**src/rtl/rx_frame_parser.sv**
```systemverilog
// Ethernet RX parser: header capture, DA filter, payload write into brx.
// Optional RX_STATS_EN adds saturating good/drop/err frame counters.
module rx_frame_parser #(
  parameter int          SIZE      = 2048,
  parameter logic [47:0] LOCAL_MAC = 48'h02_00_00_00_00_01,
  parameter int          CW        = $clog2(SIZE+1)
) (
  input  logic          clk,
  input  logic          rst_n,
  input  logic [7:0]    rx_tdata,
  input  logic          rx_tvalid,
  input  logic          rx_tlast,
  input  logic          rx_tuser,
  output logic          rx_tready,
  input  logic          brx_full,
  output logic          brx_wr_en,
  output logic [7:0]    brx_wr_data,
  output logic          brx_frame_end,
  output logic          brx_frame_bad,
  output logic [47:0]   rx_dst_mac,
  output logic [47:0]   rx_src_mac,
  output logic [15:0]   rx_len_type,
  output logic          rx_header_valid,
  output logic [CW-1:0] payload_len
`ifdef RX_STATS_EN
  ,
  output logic [15:0]   stat_good,
  output logic [15:0]   stat_drop,
  output logic [15:0]   stat_err
`endif
);

  typedef enum logic [1:0] {
    IDLE, HEADER, PAYLOAD, DROP
  } state_e;

  localparam logic [CW-1:0] SIZE_C = CW'(SIZE);

  state_e        state_q, state_d;
  logic [3:0]    hcnt_q, hcnt_d;
  logic [CW-1:0] pcnt_q, pcnt_d;
  logic          ovf_q, ovf_d;
  logic [47:0]   dst_q, dst_d;
  logic [47:0]   src_q, src_d;
  logic [15:0]   lt_q, lt_d;
  logic          hv_q, hv_d;
  logic          fend_q, fend_d;
  logic          fbad_q, fbad_d;
  logic [CW-1:0] plen_q, plen_d;
  logic          drop_evt;
  logic          beat;
  logic          match;

  assign beat  = rx_tvalid & rx_tready;
  assign match = (dst_q == LOCAL_MAC) || (dst_q == '1);

  always_comb begin
    state_d     = state_q;
    hcnt_d      = hcnt_q;
    pcnt_d      = pcnt_q;
    ovf_d       = ovf_q;
    dst_d       = dst_q;
    src_d       = src_q;
    lt_d        = lt_q;
    hv_d        = 1'b0;
    fend_d      = 1'b0;
    fbad_d      = 1'b0;
    plen_d      = plen_q;
    drop_evt    = 1'b0;
    rx_tready   = 1'b1;
    brx_wr_en   = 1'b0;
    brx_wr_data = rx_tdata;
    unique case (state_q)
      IDLE: begin
        if (beat) begin
          dst_d  = {dst_q[39:0], rx_tdata};
          hcnt_d = 4'd1;
          pcnt_d = '0;
          ovf_d  = 1'b0;
          if (rx_tlast) drop_evt = 1'b1;
          else          state_d  = HEADER;
        end
      end
      HEADER: begin
        if (beat) begin
          hcnt_d = hcnt_q + 4'd1;
          if (hcnt_q < 4'd6)       dst_d = {dst_q[39:0], rx_tdata};
          else if (hcnt_q < 4'd12) src_d = {src_q[39:0], rx_tdata};
          else                     lt_d  = {lt_q[7:0], rx_tdata};
          if (hcnt_q == 4'd13) begin
            if (match) begin
              hv_d = 1'b1;
              if (rx_tlast) begin
                fend_d  = 1'b1;
                fbad_d  = rx_tuser;
                plen_d  = '0;
                state_d = IDLE;
              end else begin
                state_d = PAYLOAD;
              end
            end else if (rx_tlast) begin
              drop_evt = 1'b1;
              state_d  = IDLE;
            end else begin
              state_d = DROP;
            end
          end else if (rx_tlast) begin
            drop_evt = 1'b1;
            state_d  = IDLE;
          end
        end
      end
      PAYLOAD: begin
        rx_tready = ~brx_full;
        if (beat) begin
          if (pcnt_q == SIZE_C) begin
            // byte SIZE+1 is never written; frame ends bad
            ovf_d = 1'b1;
            if (rx_tlast) begin
              fend_d  = 1'b1;
              fbad_d  = 1'b1;
              plen_d  = pcnt_q;
              state_d = IDLE;
            end else begin
              state_d = DROP;
            end
          end else begin
            brx_wr_en = 1'b1;
            pcnt_d    = pcnt_q + CW'(1);
            if (rx_tlast) begin
              fend_d  = 1'b1;
              fbad_d  = rx_tuser;
              plen_d  = pcnt_q + CW'(1);
              state_d = IDLE;
            end
          end
        end
      end
      DROP: begin
        if (beat && rx_tlast) begin
          if (ovf_q) begin
            fend_d = 1'b1;
            fbad_d = 1'b1;
            plen_d = pcnt_q;
          end else begin
            drop_evt = 1'b1;
          end
          state_d = IDLE;
        end
      end
      default: state_d = IDLE;
    endcase
  end

  always_ff @(posedge clk or negedge rst_n) begin
    if (!rst_n) begin
      state_q <= IDLE;
      hcnt_q  <= '0;
      pcnt_q  <= '0;
      ovf_q   <= 1'b0;
      dst_q   <= '0;
      src_q   <= '0;
      lt_q    <= '0;
      hv_q    <= 1'b0;
      fend_q  <= 1'b0;
      fbad_q  <= 1'b0;
      plen_q  <= '0;
    end else begin
      state_q <= state_d;
      hcnt_q  <= hcnt_d;
      pcnt_q  <= pcnt_d;
      ovf_q   <= ovf_d;
      dst_q   <= dst_d;
      src_q   <= src_d;
      lt_q    <= lt_d;
      hv_q    <= hv_d;
      fend_q  <= fend_d;
      fbad_q  <= fbad_d;
      plen_q  <= plen_d;
    end
  end

  assign rx_dst_mac      = dst_q;
  assign rx_src_mac      = src_q;
  assign rx_len_type     = lt_q;
  assign rx_header_valid = hv_q;
  assign brx_frame_end   = fend_q;
  assign brx_frame_bad   = fbad_q;
  assign payload_len     = plen_q;

`ifdef RX_STATS_EN
  logic [15:0] good_q, drop_q, err_q;

  always_ff @(posedge clk or negedge rst_n) begin
    if (!rst_n) begin
      good_q <= '0;
      drop_q <= '0;
      err_q  <= '0;
    end else begin
      if (fend_q && !fbad_q && good_q != 16'hFFFF) good_q <= good_q + 16'd1;
      if (fend_q && fbad_q && err_q != 16'hFFFF)   err_q  <= err_q + 16'd1;
      if (drop_evt && drop_q != 16'hFFFF)          drop_q <= drop_q + 16'd1;
    end
  end

  assign stat_good = good_q;
  assign stat_drop = drop_q;
  assign stat_err  = err_q;
`else
  logic unused_drop;
  assign unused_drop = drop_evt;
`endif

endmodule

```
**config.mk**
```make
export PLATFORM = sky130hd
export DESIGN_NAME = rx_frame_parser
export DESIGN_NICKNAME = d
export VERILOG_FILES = /design/src/rtl/rx_frame_parser.sv
export SDC_FILE = /design/constraint.sdc
export NUM_CORES = 1
export LEC_CHECK = 0
export CAP_MARGIN = 25
export CORE_ASPECT_RATIO = 1.75
export CORE_MARGIN = 5
export CORE_UTILIZATION = 50
export CTS_BUF_LIST = sky130_fd_sc_hd__clkbuf_8 sky130_fd_sc_hd__clkbuf_16
export DETAILED_ROUTE_END_ITERATION = 10
export MAX_ROUTING_LAYER = met4
export PLACE_DENSITY = 0.83
export SYNTH_ARGS = -nofsm -noshare
export SYNTH_HDL_FRONTEND = slang
export SYNTH_SLANG_ARGS = --single-unit
```
**constraint.sdc**
```tcl
create_clock -name clk -period 2.85 [get_ports clk]
set_clock_uncertainty 0.05 [all_clocks]
set_input_delay 0.4275 -clock clk [delete_from_list [all_inputs] [get_ports clk]]
set_output_delay 0.4275 -clock clk [all_outputs]
set_load 0.005 [all_outputs]
```
==> results.md <==
* Vias per cell at 5.720
* Synth async-reset ratio at 100.0%
* CTS max path bufs at 2
* Crit path launch type: flop
* Setup violations, final at 0
* Cells along the critical path: inv_1 > ha_1 > buf_8 > inv_1 > nor3_2 > clkdlybuf4s50_1
* Worst hold start: rx_src_mac[44]
* Total gr overflow at 0
* Critical path origin: state_q[0]
* Mapped Area at 0.006583 sq mm
* R2R cell count at 7
* Max Freq at 370.3 MHz
* First-pass GRT wire length at 27.80 mm
* Antenna violations before repair at 0
* # diodes at 0
* Worst R2R Start: rx_dst_mac[28]
* Placer Congestion at 0.9097
* CTS tree: yes
* Post-place setup slack at 0.1011 ns
* Max cap viols at 0
* WP buf/inv at 4
* Post-Route WL at 17.19 mm
* DRT Pass-1 Iters at 5
* Crit path top cell by count: inv_1
* Cell family with most CP delay: buffers and inverters
* Worst Path Class, Setup: flop to primary output
* Lkg Pwr at 3.955 nW
* Period utilization at 94.75%
* Ports at 151
* Outcome: finished, final reports clean
* Fin. max-slew vios at 0
* DP HPWL at 12.44 mm
* Area delta synth->final at 36.19%
* Fraction of final layout cells sized beyond drive strength 1 at 27.23%
* Int Pwr at 0.006045 W
* Relative slew slack at 56.43%
* DIE AREA at 0.01565 sq mm
* Most used routing layer in global routing: met2
* Worst-path clk slew at 0.06 ns
* Total number of yosys warnings at 0
* Tmin final at 2.700 ns
* Largest net degree at the start of global routing at 64
* WP depth at 6
* GRT Total Usage at 22.93%
* M1 GR Usage at 23.69%
* Setup crit end kind: primary output
* Net Switching at 0.002710 W
* Storage cell area at 0.003654 sq mm
* Min-Delay Path Class: flop to flop
* Most common cell after layout, fill and taps aside: clkdlybuf4s50_1
* Register area share after synthesis at 55.50%
* Die width at 96.74 microns
* DR WL/cell at 20.13 microns
* Clock sinks at 146
* Logic pwr share at 34.4%
* Critical Path Fanout Max at 22
* IO buf count at 150
* WHS Path Cells at 1
* Yosys reg bits at 146
* Clock root buffer: clkbuf_16
* Syn avg cell area at 12.76 sq um
* Vias in the first global route at 5180
* Critical path arrival at 2.22 ns
* Nets at 692
* CP max stage cell: clkdlybuf4s50_1
* ANT nets after route at 0
* Mapped Nets at 538
* Worst vdd ir at 0.6253 mV
* CTS Buf Count at 17
* Slew @ Worst Pin at 0.6536 ns
* Post-Synthesis Cells at 516
* Initial Util at 50.88%
* H-tree lvl count at 4
* GR Layer Usage met2 at 41.92%
* Die Y at 161.8 microns
* DRC violations left at 0
* Vias at 4885
* Area of the multi-input gates at 0.002735 sq mm
* Worst EP required at 2.37 ns
* Flop pwr share at 39.3%
* Worst path max stage delay at 0.53 ns
* Power per cell area at 976.5 mW/mm^2
* Hold Fails Final Rpt at 0
* Ys flop type: dfrtp_1
* Post-synth EDFFs at 0
* Met3 Resource Use GR at 4.340%
* DR iter-0 viols at 285
* Setup TNS at 0 ns
* Worst skew pair latency at 0.42 ns
* Worst Slack Setup Final at 0.1497 ns
* Core area at 0.01294 sq mm
* Clk pwr share at 26.3%
* Fill count at 987
* Std-Cell Rows at 55
* Commonest non-fill, non-tap cells in the layout: 149 x clkdlybuf4s50_1, 146 x dfrtp_1, 115 x mux2_2
* Synth cell types at 50
* Switch share at 30.95%
==> per-stage QoR <==
stage / power, W / instance area [sq um] / utilization (%) / hold slack [ns] / cells
finish: 0.008755 / 8965 / 69.29 / 0.4528 / 854
floorplan: 0.004587 / 6583 / - / 0.08191 / 516
detailed placement: 0.006448 / 8308 / 64.22 / 0.3987 / 819
global route: 0.009183 / 8965 / 69.29 / 0.4664 / 854
CTS: 0.008803 / 8939 / 69.09 / 0.4572 / 852
global placement: 0.006308 / 8308 / 64.22 / 0.3878 / 819
==> Yosys cell counts (all sizes together) (2+ instances only) <==
library cell / number / area share (%)
and4: 2 / 0.27
nand4: 22 / 2.1
a22o: 10 / 1.3
clkbuf: 20 / 1.1
dfrtp: 146 / 56
a21o: 6 / 0.68
mux2i: 3 / 0.46
nand2b: 2 / 0.19
nor2: 11 / 0.63
mux2: 125 / 22
xor2: 3 / 0.40
nand2: 27 / 1.5
o31a: 2 / 0.27
and3: 5 / 0.48
nor4: 17 / 1.6
a21boi: 3 / 0.34
or4: 2 / 0.29
o21a: 2 / 0.23
nand3: 13 / 0.99
o21ai: 24 / 1.8
a21oi: 15 / 1.1
nor3: 3 / 0.23
buf: 17 / 1.7
inv: 8 / 0.46
ha: 8 / 1.5
==> timing repair <==
| action | CTS | global route |
|---|---|---|
| resized for setup | 1 | 3 |
| pin swaps | 0 | 1 |
| hold endpoints to repair | 61 | 0 |
| buffers inserted | 0 | 2 |
| setup endpoints to repair | 1 | 10 |
| hold buffers | 1 | 0 |
==> cell families after synthesis <==
family / count (synthesis) / share of synthesized area [%]
adder cells (fa/ha/maj): 8 / 1.521
buffers and inverters: 45 / 3.250
AND/OR/NAND/NOR: 111 / 9.086
flip-flops: 146 / 55.50
XOR/XNOR: 4 / 0.5323
multiplexers: 128 / 22.41
AO/OA/AOI/OAI: 74 / 7.698
==> power by group through the flow <==
stage	clock network, W	registers (W)	logic, W
detailed placement	0	0.00345	0.00299
finish	0.00230	0.00344	0.00301
global placement	0	0.00339	0.00291
floorplan	0	0.00330	0.00128
CTS	0.00234	0.00344	0.00303
global route	0.00243	0.00354	0.00320
==> final timing paths <==
check                            endpoint  slack [ns]
setup / recovery                brx_wr_en        0.15
min in group asynchronous  rx_src_mac[42]        0.50
max in group asynchronous  rx_src_mac[29]        1.46
setup reg to reg           payload_len[4]        0.19
hold / removal             rx_src_mac[44]        0.45
hold reg to reg            rx_src_mac[44]        0.45
==> worst reg2reg max path, cell delays in order (launching register included) <==
cell and delay, ns:
dfrtp_1 0.45, nand4_1 0.14, nor4_1 0.46, buf_4 0.20, nand4_1 0.22, a311oi_4 0.50, buf_4 0.23, mux2_4 0.31
==> flip-flops by register name (all words and copies together), names as in the netlist <==
signal,cells
rx_src_mac,48
rx_header_valid,1
rx_dst_mac,48
pcnt_q,12
state_q,2
brx_frame_end,1
ovf_q,1
payload_len,12
hcnt_q,4
rx_len_type,16
brx_frame_bad,1
==> area by class of cell <==
| class | count | share of cell area, % |
|---|---|---|
| flip-flops and latches | 146 | 40.75 |
| multi-input cells | 325 | 30.51 |
| inverters | 8 | 0.3350 |
| repair buffers | 172 | 19.13 |
| well taps | 171 | 2.387 |
| clock buffers | 18 | 4.899 |
| clock inverters | 14 | 1.982 |
==> layer usage <==
| layer | wire length [microns] | vias up |
|---|---|---|
| met1 | 6073 | 2470 |
| li1 | - | 2211 |
| met3 | 609 | 43 |
| met4 | 680 | 0 |
| met5 | 0 | - |
| met2 | 9824 | 161 |
No activity file was read; power rests on OpenSTA's default activity.
